### config.mk
export PLATFORM = sky130hd
export DESIGN_NAME = operand_stage
export DESIGN_NICKNAME = d
export VERILOG_FILES = /design/src/rtl/operand_stage_pkg.sv /design/src/rtl/operand_stage_regfile_2r1w.sv /design/src/rtl/operand_stage.sv
export SDC_FILE = /design/constraint.sdc
export NUM_CORES = 1
export LEC_CHECK = 0
export CORE_MARGIN = 4
export CORE_UTILIZATION = 50
export DETAILED_ROUTE_END_ITERATION = 10
export PLACE_DENSITY = 0.71
export SYNTH_ARGS = -nofsm -noshare
export SYNTH_HDL_FRONTEND = slang
export SYNTH_HIERARCHICAL = 1
export SYNTH_SLANG_ARGS = --single-unit
### constraint.sdc
create_clock -name clk -period 5.65 [get_ports clk]
set_clock_uncertainty 0.1 [all_clocks]
set_input_delay 0.8475 -clock clk [delete_from_list [all_inputs] [get_ports clk]]
set_output_delay 0.8475 -clock clk [all_outputs]
set_load 0.02 [all_outputs]
### src/rtl/operand_stage_pkg.sv
// Shared opcode encodings, instruction field positions and decode helpers
// for the operand_stage pipeline slice.
package operand_stage_pkg;

  localparam int unsigned OPC_MSB = 15;
  localparam int unsigned OPC_LSB = 12;
  localparam int unsigned RD_MSB  = 11;
  localparam int unsigned RD_LSB  = 8;
  localparam int unsigned RS1_MSB = 7;
  localparam int unsigned RS1_LSB = 4;
  localparam int unsigned RS2_MSB = 3;
  localparam int unsigned RS2_LSB = 0;
  localparam int unsigned IMM_MSB = 3;
  localparam int unsigned IMM_LSB = 0;

  typedef enum logic [3:0] {
    OP_ADD  = 4'h0,
    OP_SUB  = 4'h1,
    OP_AND  = 4'h2,
    OP_OR   = 4'h3,
    OP_XOR  = 4'h4,
    OP_ADDC = 4'h5,
    OP_SUBC = 4'h6,
    OP_ADDI = 4'h7,
    OP_SUBI = 4'h8,
    OP_ANDI = 4'h9,
    OP_ORI  = 4'hA,
    OP_XORI = 4'hB
  } opcode_e;

  function automatic logic is_imm_op(input logic [3:0] opc);
    return (opc == OP_ADDI) || (opc == OP_SUBI) || (opc == OP_ANDI) ||
           (opc == OP_ORI)  || (opc == OP_XORI);
  endfunction

  function automatic logic is_sext_op(input logic [3:0] opc);
    return (opc == OP_ADDI) || (opc == OP_SUBI);
  endfunction

  function automatic logic uses_carry_op(input logic [3:0] opc);
    return (opc == OP_ADDC) || (opc == OP_SUBC);
  endfunction

endpackage

### src/rtl/operand_stage_regfile_2r1w.sv
// Register file with two asynchronous read ports and one synchronous write
// port; r0 reads as zero and ignores writes.
module regfile_2r1w #(
  parameter int unsigned DATA_W = 16,
  parameter int unsigned AW     = 4
) (
  input  logic              clk,
  input  logic              rst_n,
  input  logic [AW-1:0]     ra1,
  output logic [DATA_W-1:0] rd1,
  input  logic [AW-1:0]     ra2,
  output logic [DATA_W-1:0] rd2,
  input  logic              we,
  input  logic [AW-1:0]     wa,
  input  logic [DATA_W-1:0] wd
);

  logic [DATA_W-1:0] mem_q [2**AW];

  always_ff @(posedge clk or negedge rst_n) begin
    if (!rst_n) begin
      for (int unsigned i = 0; i < 2**AW; i++) mem_q[i] <= '0;
    end else if (we && (wa != '0)) begin
      mem_q[wa] <= wd;
    end
  end

  assign rd1 = (ra1 == '0) ? '0 : mem_q[ra1];
  assign rd2 = (ra2 == '0) ? '0 : mem_q[ra2];

endmodule

### src/rtl/operand_stage.sv
// Decode/operand-fetch stage: register read with writeback bypass, carry
// flag ownership, and a valid/ready operand register with hold refresh.
module operand_stage
  import operand_stage_pkg::*;
#(
  parameter int unsigned DATA_W = 16,
  parameter int unsigned REG_AW = 4
) (
  input  logic              clk,
  input  logic              rst_n,
  input  logic              in_valid,
  output logic              in_ready,
  input  logic [15:0]       in_instr,
  input  logic              flush,
  output logic              out_valid,
  input  logic              out_ready,
  output logic [3:0]        out_opcode,
  output logic [DATA_W-1:0] out_operand1,
  output logic [DATA_W-1:0] out_operand2,
  output logic              out_carry_in,
  output logic [REG_AW-1:0] out_rd,
  input  logic              wb_en,
  input  logic [REG_AW-1:0] wb_rd,
  input  logic [DATA_W-1:0] wb_data,
  input  logic              wb_carry_en,
  input  logic              wb_carry
);

  logic [3:0]        opc;
  logic [REG_AW-1:0] rd, rs1, rs2;
  logic [3:0]        imm;
  logic [DATA_W-1:0] rf_rd1, rf_rd2, src1, src2, imm_ext, op2;
  logic              imm_op, cin, carry_now, load;

  logic              valid_q, valid_d;
  logic [3:0]        opcode_q, opcode_d;
  logic [DATA_W-1:0] op1_q, op1_d, op2_q, op2_d;
  logic              cin_q, cin_d;
  logic [REG_AW-1:0] rd_q, rd_d, hrs1_q, hrs1_d, hrs2_q, hrs2_d;
  logic              himm_q, himm_d;
  logic              carry_q;

  assign opc = in_instr[OPC_MSB:OPC_LSB];
  assign rd  = in_instr[RD_MSB:RD_LSB];
  assign rs1 = in_instr[RS1_MSB:RS1_LSB];
  assign rs2 = in_instr[RS2_MSB:RS2_LSB];
  assign imm = in_instr[IMM_MSB:IMM_LSB];

  regfile_2r1w #(.DATA_W(DATA_W), .AW(REG_AW)) u_rf (
    .clk   (clk),
    .rst_n (rst_n),
    .ra1   (rs1),
    .rd1   (rf_rd1),
    .ra2   (rs2),
    .rd2   (rf_rd2),
    .we    (wb_en),
    .wa    (wb_rd),
    .wd    (wb_data)
  );

  // The regfile already zeroes r0, so the bypass only needs the rs != 0 guard.
  assign src1      = (wb_en && (wb_rd == rs1) && (rs1 != '0)) ? wb_data : rf_rd1;
  assign src2      = (wb_en && (wb_rd == rs2) && (rs2 != '0)) ? wb_data : rf_rd2;
  assign imm_op    = is_imm_op(opc);
  assign imm_ext   = is_sext_op(opc) ? {{(DATA_W-4){imm[3]}}, imm}
                                     : {{(DATA_W-4){1'b0}}, imm};
  assign op2       = imm_op ? imm_ext : src2;
  assign carry_now = wb_carry_en ? wb_carry : carry_q;
  assign cin       = uses_carry_op(opc) ? carry_now : 1'b0;

  assign in_ready  = !valid_q || out_ready;
  assign load      = in_valid && in_ready && !flush;

  always_comb begin
    valid_d  = valid_q;
    opcode_d = opcode_q;
    op1_d    = op1_q;
    op2_d    = op2_q;
    cin_d    = cin_q;
    rd_d     = rd_q;
    hrs1_d   = hrs1_q;
    hrs2_d   = hrs2_q;
    himm_d   = himm_q;
    if (flush) begin
      valid_d = 1'b0;
    end else if (load) begin
      valid_d  = 1'b1;
      opcode_d = opc;
      op1_d    = src1;
      op2_d    = op2;
      cin_d    = cin;
      rd_d     = rd;
      hrs1_d   = rs1;
      hrs2_d   = rs2;
      himm_d   = imm_op;
    end else if (in_ready) begin
      valid_d = 1'b0;
    end else begin
      // Stalled: keep the held operands coherent with commits happening now.
      if (wb_en && (wb_rd != '0) && (wb_rd == hrs1_q)) op1_d = wb_data;
      if (wb_en && (wb_rd != '0) && (wb_rd == hrs2_q) && !himm_q) op2_d = wb_data;
      if (wb_carry_en && uses_carry_op(opcode_q)) cin_d = wb_carry;
    end
  end

  always_ff @(posedge clk or negedge rst_n) begin
    if (!rst_n) begin
      valid_q  <= 1'b0;
      opcode_q <= '0;
      op1_q    <= '0;
      op2_q    <= '0;
      cin_q    <= 1'b0;
      rd_q     <= '0;
      hrs1_q   <= '0;
      hrs2_q   <= '0;
      himm_q   <= 1'b0;
      carry_q  <= 1'b0;
    end else begin
      valid_q  <= valid_d;
      opcode_q <= opcode_d;
      op1_q    <= op1_d;
      op2_q    <= op2_d;
      cin_q    <= cin_d;
      rd_q     <= rd_d;
      hrs1_q   <= hrs1_d;
      hrs2_q   <= hrs2_d;
      himm_q   <= himm_d;
      if (wb_carry_en) carry_q <= wb_carry;
    end
  end

  assign out_valid    = valid_q;
  assign out_opcode   = opcode_q;
  assign out_operand1 = op1_q;
  assign out_operand2 = op2_q;
  assign out_carry_in = cin_q;
  assign out_rd       = rd_q;

endmodule

==> results, run 1 <==
- The number of I/O port buffers is 86.
- The dominant register cell in the synthesized netlist is sky130_fd_sc_hd__dfrtp_1.
- The area of the core is roughly 30000 µm².
- The initial antenna violation count is 0.
- The global-route wire length before repair is between 60 and 70 mm.
- The number of diodes is 0.
- The sequential-to-total area share from yosys stat is 46.69%.
- The register cell area after layout is 7332 µm².
- Derived from the worst setup path, the maximum achievable clock frequency is 0.2613 GHz.
- TritonCTS created 31 clock buffers.
- The setup-violating endpoint count in the final report is 0.
- The post-synthesis adder-cell area fraction is 0%.
- Dividing the final minimum period by the clock period gives 67.74%.
- The number of cells produced by synthesis is 1202.
- Clock tree synthesis selected as its root buffer the cell sky130_fd_sc_hd__clkbuf_16.
- The synthesized netlist devotes 4.685% of its cell area to simple gates.
- The minimum period implied by the final worst setup slack is 3.827 ns.
- The max-slew headroom at the worst pin is slightly above 9%.
- The global-route congestion overflow total is 0.
- Of all nets on the critical path, the largest fanout is 17.
- The critical path class is in2reg.
- The count of clock tree sinks is a little under 300.
- The number of nets produced by synthesis is roughly 1200.
- The count of final max-slew check failures is 0.
- The fraction of synthesized area in multiplexers is between 30% and 40%.
- The post-CTS clock slew at the launch and capture registers of the worst setup and hold paths is ~0.06 ns.
- In this run the count of I/O pins placed on the die edge is 87.
- Global routing consumed, over all layers together, between 20% and 30% of the routing resources.
- The largest area contributor in the synthesized netlist is sky130_fd_sc_hd__dfrtp_1.
- The die extent in y is ~190 µm.
- The post-synthesis register bit count is roughly 300.
- The distinct cell type count after synthesis is 54.
- The starting density of the core is about 51%.
- The detailed-router iteration count before antenna repair is 6.
- The top cell type's share of synthesized area is around 47%.
- TritonCTS built the clock tree.
- The layout-stage area growth over the synthesis result is 12.90%.
- Prior to clock tree synthesis, the placed netlist has a worst setup slack of ~1.4 ns.
- The hold buffer count at CTS is 0.
- CTS built an H-tree with a depth of 1.
- The die area is 34300 µm².
- After synthesis, the cell types taking the most area are sky130_fd_sc_hd__dfrtp_1 47%, sky130_fd_sc_hd__mux2_2 18%, sky130_fd_sc_hd__mux4_2 9.6%.
- The number of violations reported at the end of detailed-routing iteration 0 is slightly below 1000.
- The placement row count is 64.
- The post-synthesis xor/xnor area fraction is between 1 and 1.5%.
- The peak ir drop on the vdd network is 250.7 µV.
- Setup repair after global routing left no endpoint under its margin.
- The endpoint type of the worst setup path is a register.
- The number of global-route vias before repair is around 11000.
- The layout cell share with drive strength beyond 1 is about a third.
- The required time reported for the critical path endpoint is ~6.0 ns.
- After clock tree synthesis, the setup repair step added 0 buffers.
- The final setup TNS is 0 ns.
- For this block, the via count after detailed routing is 10670.
- In this run the horizontal extent of the chip is approximately 190 µm.
- The number of enable-type register cells in the synthesized netlist is 0.
- The total power consumption of the routed design is 6.458 mW.
- For this run, design rule violations remaining after detail routing come to 0.
- The total number of nets in the final design is roughly 1300.
- For this design the ratio of total power to cell area is between 300 and 400 nW/µm².
- The sum of net half-perimeters after detailed placement is between 20 and 30 mm.
- The worst hold path class is in2async.
- The number of vias per cell after detailed routing is about 6.4.
- The combinational family with the most area after synthesis is multiplexers.
- Summed over all cells, the static leakage comes to about 7.6 nW.
- In the post-route analysis, the smallest setup slack over all paths is about 1.8 ns.
- Counting flops with an async set or reset pin after synthesis yields a share of between 90% and 100%.
- The final count of hold timing violations came to 0.
- The multi-input logic area is between 7000 and 8000 µm².
- The tool flagged a number of max-cap violations equal to 0.
- The maximum number of pins on one net before global-route repair is 122.
- At the later pin of the worst-skew pair, clock insertion delay measures between 0.5 and 0.6 ns.
- The worst path arrival time is 4.20 ns.
- The synthesized area per cell is about 13 µm².
- The flow ran to the end, and the final reports show no timing, DRC or antenna violations.
- Routability-driven placement finished with a final weighted congestion of 0.8285.
- The clock passes through at most 3 buffers.
- STA classifies the critical path startpoint as an input pin.
- Summing the areas of all compound-gate instances in the mapped netlist gives 7.761% of the synthesized area.
- The transition time of the tightest slew-check pin is 1.355 ns.
- The number of cells upsized or downsized after cts is 0.
- Once detail routing completed, the nets flagged for antenna violations numbered 0.
- At the end of the flow the core is filled with cells to about 58%.
- Wires add up to between 40 and 50 mm.
- The layout has approximately 2500 filler cells.
- The post-detailed-route wirelength per cell is ~26 µm.
- During synthesis, Yosys emitted a total of 6 warnings.
- The combined area of all synthesized cells is about 16000 µm².
## layout make-up
cell class	count	area share (%)
multi-input combinational	793	43.91
sequential	293	41.36
timing repair buffer	110	5.971
clock buffer	46	5.201
tap	396	2.795
clock inverter	8	0.5505
inverter	10	0.2117
## worst max-delay path: stages
cell,delay (ns)
sky130_fd_sc_hd__clkdlybuf4s50_1,1.07
sky130_fd_sc_hd__xnor2_1,0.19
sky130_fd_sc_hd__nand4_1,0.26
sky130_fd_sc_hd__o31ai_2,1.16
sky130_fd_sc_hd__a22oi_1,0.40
sky130_fd_sc_hd__a21oi_2,0.25
## path summary, 6_finish.rpt
kind	start	endpoint	slack [ns]	cells after the start
worst max-delay path	in_instr[2]	out_operand2[6]	1.82	6
worst min-delay path	rst_n	u_rf/mem_q[50]	0.24	1
worst max register to register	out_valid	out_operand2[14]	3.23	5
worst min register to register	u_rf/mem_q[254]	u_rf/mem_q[254]	0.28	0
max in group asynchronous	rst_n	u_rf/mem_q[221]	4.07	2
min in group clk	u_rf/mem_q[254]	u_rf/mem_q[254]	0.28	0
## per-layer routing
layer  vias to the layer above  global-route usage, %  wire, µm
met1                      5581                  36.85     18760
met3                        82                  3.103      2883
met5                         -                      0         0
met4                         0                  7.046      1252
met2                       423                  39.07     19540
li1                       4581                      -         -
## Yosys cell counts (3+ instances only)
master and count:
sky130_fd_sc_hd__mux2_4 4, sky130_fd_sc_hd__mux2_2 252, sky130_fd_sc_hd__a21oi_1 62, sky130_fd_sc_hd__mux2i_1 123, sky130_fd_sc_hd__nand3b_1 3, sky130_fd_sc_hd__inv_1 10, sky130_fd_sc_hd__nand4_1 4, sky130_fd_sc_hd__buf_2 47
sky130_fd_sc_hd__nand3_1 10, sky130_fd_sc_hd__nand2_1 59, sky130_fd_sc_hd__or3_1 3, sky130_fd_sc_hd__a21oi_2 10, sky130_fd_sc_hd__buf_6 8, sky130_fd_sc_hd__nor2_2 9, sky130_fd_sc_hd__xnor2_1 16, sky130_fd_sc_hd__dfrtp_1 293
sky130_fd_sc_hd__o22ai_1 18, sky130_fd_sc_hd__a2111oi_0 14, sky130_fd_sc_hd__nand2b_1 6, sky130_fd_sc_hd__nor2_1 46, sky130_fd_sc_hd__o31ai_1 3, sky130_fd_sc_hd__a22oi_1 28, sky130_fd_sc_hd__o21ai_0 4, sky130_fd_sc_hd__mux4_2 67
sky130_fd_sc_hd__o221ai_1 4, sky130_fd_sc_hd__buf_4 6, sky130_fd_sc_hd__clkbuf_1 41, sky130_fd_sc_hd__nor2b_1 3, sky130_fd_sc_hd__and3_1 4, sky130_fd_sc_hd__a221o_1 15
## flip-flops by register name, summed over array words and instances, names as in the netlist
register and flops:
out_operand2 16, out_opcode 4, out_operand1 16, u_rf/mem_q 241, out_rd 4, out_carry_in 1, out_valid 1, carry_q 1
himm_q 1, hrs1_q 4, hrs2_q 4
## placed cells by master (no fill, tap or decap), types with 3 or more instances in the layout
cell	n
sky130_fd_sc_hd__dfrtp_1	293
sky130_fd_sc_hd__mux2_2	252
sky130_fd_sc_hd__mux2i_1	123
sky130_fd_sc_hd__clkdlybuf4s50_1	79
sky130_fd_sc_hd__mux4_2	67
sky130_fd_sc_hd__a21oi_1	62
sky130_fd_sc_hd__nand2_1	59
sky130_fd_sc_hd__nor2_1	46
sky130_fd_sc_hd__clkbuf_16	31
sky130_fd_sc_hd__a22oi_1	28
sky130_fd_sc_hd__buf_4	23
sky130_fd_sc_hd__o22ai_1	18
sky130_fd_sc_hd__xnor2_1	16
sky130_fd_sc_hd__a221o_1	15
sky130_fd_sc_hd__a2111oi_0	14
sky130_fd_sc_hd__nand3_1	10
sky130_fd_sc_hd__a21oi_2	10
sky130_fd_sc_hd__inv_1	10
sky130_fd_sc_hd__clkbuf_8	9
sky130_fd_sc_hd__nor2_2	7
sky130_fd_sc_hd__nand2b_1	6
sky130_fd_sc_hd__clkbuf_1	6
sky130_fd_sc_hd__nand4_1	4
sky130_fd_sc_hd__and3_1	4
sky130_fd_sc_hd__o221ai_1	4
sky130_fd_sc_hd__clkinv_2	4
sky130_fd_sc_hd__buf_2	4
sky130_fd_sc_hd__mux2_4	4
sky130_fd_sc_hd__nand3b_1	3
sky130_fd_sc_hd__buf_12	3
sky130_fd_sc_hd__o21ai_0	3
sky130_fd_sc_hd__or3_1	3
## per-stage QoR
stage / area [µm²] / hold WS, ns / std cells
after detailed placement: 16700 / 0.2639 / 1602
after global routing: 17730 / 0.2923 / 1656
after global placement: 16700 / 0.2644 / 1602
after CTS: 17720 / 0.2801 / 1656
final: 17730 / 0.2402 / 1656
after floorplan: 15700 / 0.3246 / 1202
## power breakdown
group          total, mW  internal, mW  switching, mW
logic               1.51         0.849          0.665
registers           2.91          2.56          0.343
clock network       2.04          1.21          0.827
total               6.46          4.62           1.84
## logic make-up (layout without fill, tap and decap cells)
family | Yosys count | count (layout)
compound gates | 172 | 172
xor+xnor | 18 | 18
buf+inv | 116 | 174
flops | 293 | 293
mux | 446 | 446
simple gates | 157 | 157
(Power assumes the default switching activity.)
==> inputs of run 2 (changes only) <==
==> constraint.sdc (replaced) <==
create_clock -name clk -period 3.65 [get_ports clk]
set_clock_uncertainty 0.1 [all_clocks]
set_input_delay 0.5475 -clock clk [delete_from_list [all_inputs] [get_ports clk]]
set_output_delay 0.5475 -clock clk [all_outputs]
set_load 0.02 [all_outputs]
==> run 2 against run 1 <==
Compared with the run above:
- clock-buffer cell count grew 1
- utilization is 1.1 points higher
- cell count is 2.5% higher
- clock power grew 51%
- hold slack got worse by 0.018 ns
- via count is 0.21% lower
- critical path type unchanged
- critical endpoint is now out_operand2[1]
- largest cell class unchanged
- largest power group unchanged
- highest routed layer unchanged
==> results, run 2 (synthesis results as in run 1) <==
- The global-route congestion overflow total is 0 (unchanged).
- The clock group share of total power is 31.0% (-0.5 points).
- The worst path arrival time is 3.03 ns (-1.17 ns).
- The starting density of the core came to 51.07% (unchanged).
- The largest fanout of any net on the critical path is 18 (+1).
- The maximum clock path buffer count is 3 (unchanged).
- The final count of hold timing violations was 0 (unchanged).
- The sum of net half-perimeters after detailed placement is 27.73 mm (+7.9%).
- The number of buffers and inverters on the critical path was 1 (unchanged).
- The area of the core was 30750 µm² (unchanged).
- The layout-stage area growth over the synthesis result is 15.00%.
- The number of diodes was 0 (unchanged).
- The detailed-router iteration count before antenna repair is 5 (-1).
- The I/O pin count is 87 (unchanged).
- The routability congestion estimate is 0.8436 (+1.8%).
- The switching power summed over all nets is 2.842 mW (+55%).
- The total CTS buffers came to 31 (unchanged).
- The slack of the critical path is 0.9549 ns (-0.8677 ns).
- The number of cells upsized or downsized after cts is 0 (unchanged).
- The overall die width is 185.2 µm (unchanged).
- The period utilization is between 70% and 80%.
- Setup repair after global routing left no endpoint under its margin.
- The sequential share of power is 45.0% (about the same).
- Broken down by cell family, the worst path's largest delay share belongs to compound AO/OA/AOI/OAI gates.
- The cell area after layout is 18060 µm² (+1.9%).
- The post-route DRC violation count came to 0 (unchanged).
- The combinational share of power is 24.0% (+0.6 points).
- The peak ir drop on the vdd network was 398.5 µV (+59%).
- The number of cells traversed by the worst hold path is 3.
- Ranked by flip-flop count, first place goes to u_rf/mem_q.
- The fill cell total of the finished layout is 2523 (+0.72%).
- The die area is 34300 µm² (unchanged).
- The number of global-route vias before repair is 10970 (+0.55%).
- The leakage power is 7.786 nW (+2.7%).
- The count of clock tree sinks was 293 (unchanged).
- The worst hold path begins at in_instr[5].
- The terminating pin of the worst hold path is hrs1_q[1].
- The worst slack after detailed placement is 0.3921 ns (-1.019 ns).
- The path class of the tightest hold or removal check is in2reg.
- The number of violations reported at the end of detailed-routing iteration 0 came to 868 (-9.9%).
- The CTS tree is done.
- The highest-delay cell along the critical path is sky130_fd_sc_hd__o41ai_4.
- The placement row count was 64 (unchanged).
- The final setup TNS was 0 ns (unchanged).
- The post-CTS clock slew at the launch and capture registers of the worst setup and hold paths is 0.06 ns (about the same).
- In this run the clock root is driven by a sky130_fd_sc_hd__clkbuf_16.
- The stage delay of the slowest cell on the critical path is 0.93 ns (-0.23 ns).
- The reg-to-reg critical path startpoint is out_valid.
- The setup path with the least slack is of type in2reg.
- The worst reg-to-reg path cell count is 5 (unchanged).
- The max-slew headroom at the worst pin is 22.64% (+14 points).
- The die extent in y was 185.2 µm (unchanged).
- The post-detailed-placement cell area came to 17050 µm² (+2.1%).
- The cell internal power dissipation is 7.120 mW (+54%).
- The maximum number of pins on one net before global-route repair is 87 (-29%).
- The number of I/O port buffers is 86 (unchanged).
- The layout cell share with drive strength beyond 1 is 36.20% (+1.8 points).
- The insertion delay of the later-clocked pin in the worst-skew pair is 0.56 ns (about the same).
- The number of vias per cell after detailed routing is 6.273 (-2.6%).
- The initial antenna violation count is 0 (unchanged).
- The aggregate global-route resource usage is 24.35% (-0.54 points).
- The worst hold margin is 0.2224 ns (-0.01780 ns).
- The number of vias in the routed layout came to 10650 (-0.21%).
- The total number of nets in the final design is 1322 (+3.0%).
- The global-route wire length before repair came to 65.14 mm (-1.6%).
- The total of max-cap violations is 0 (unchanged).
- The switching part of the total power is 28.53% (+0.11 points).
- The worst setup slack for register-to-register paths is 1.24 ns (-1.99 ns).
- The endpoint type of the worst setup path is a register.
- The fraction of the core area covered by cells at the end of the flow came to 58.72% (+1.1 points).
- The flip-flop count of the largest register after layout is 241 (unchanged).
- STA classifies the critical path startpoint as an input pin.
- The transition time of the tightest slew-check pin is 1.160 ns (-0.1950 ns).
- Leaving out fill and tap cells, the most frequent cells in the layout are 293 x sky130_fd_sc_hd__dfrtp_1, 252 x sky130_fd_sc_hd__mux2_2, 123 x sky130_fd_sc_hd__mux2i_1.
- The commonest non-fill, non-tap cell in the layout is sky130_fd_sc_hd__dfrtp_1.
- The routed wire length came to 41.62 mm (-1.9%).
- The run finished with clean final reports.
- Walking the worst path, the cells encountered are clkdlybuf4s50_1, o41ai_1, or3_4, o41ai_4, and3_1, o22ai_1.
- The minimum period implied by the final worst setup slack is between 2 and 3 ns.
- The maximum operating frequency is around 0.37 GHz.
- The worst register-to-register path ends at out_operand2[1].
- The setup-violating endpoint count in the final report was 0 (unchanged).
- The post-detailed-route wirelength per cell came to 24.53 µm (-4.3%).
- The required time reported for the critical path endpoint came to 3.99 ns (-2.04 ns).
- The critical path starts at wb_en.
- The number of levels the H-tree was split into is 1 (unchanged).
- The post-detailed-route count of antenna-violating nets is 0 (unchanged).
- The count of final max-slew check failures is 0 (unchanged).
- The power density relative to cell area is 551.7 nW/µm² (+51%).
run 2: worst max path at each step:
stage	end	cells past startpoint
final	out_operand2[1]	6
after global routing	out_operand2[2]	6
after CTS	out_operand2[2]	6
after detailed placement	out_operand2[2]	6
after global placement	out_operand2[2]	6
after floorplan	out_operand2[3]	10
run 2: cell type report:
class / instances / area [µm²] / share of cell area [%]
Inverter: 10 / 37.54 / 0.2079
Multi-Input combinational cell: 793 / 7762 / 42.99
Timing Repair Buffer: 149 / 1429 / 7.913
Sequential cell: 293 / 7332 / 40.60
Clock inverter: 9 / 75.07 / 0.4157
Clock buffer: 47 / 925.9 / 5.127
Tap cell: 396 / 495.5 / 2.744
run 2: power groups by stage:
stage | clock network [mW] | logic (mW) | registers (mW)
6_report | 3.08 | 2.39 | 4.49
5_1_grt | 3.28 | 2.58 | 4.58
4_1_cts | 3.13 | 2.39 | 4.48
3_5_place_dp | 0 | 2.37 | 4.53
3_3_place_gp | 0 | 2.32 | 4.49
2_1_floorplan | 0 | 1.60 | 4.47
run 2: stage by stage:
| step | cells | total power [mW] |
|---|---|---|
| global placement | 1640 | 6.806 |
| global route | 1697 | 10.44 |
| floorplan | 1202 | 6.073 |
| CTS | 1697 | 9.997 |
| finish | 1697 | 9.962 |
| detailed placement | 1640 | 6.903 |
run 2: metal layers:
layer,vias to the layer above,GRT usage (%),routed length [µm]
met1,5527,35.64,18490
met5,-,0,0
li1,4648,-,-
met4,0,7.692,1309
met2,386,37.55,18910
met3,84,3.987,2911
run 2: repair_timing:
action                    4_1_cts  5_1_grt
hold endpoints to repair       80        0
buffers inserted                0        0
hold buffers                    1        0
run 2: tightest hold or removal path: stages:
cell and delay, ns:
sky130_fd_sc_hd__buf_4 0.19, sky130_fd_sc_hd__nand2_1 0.08, sky130_fd_sc_hd__nand2_1 0.04
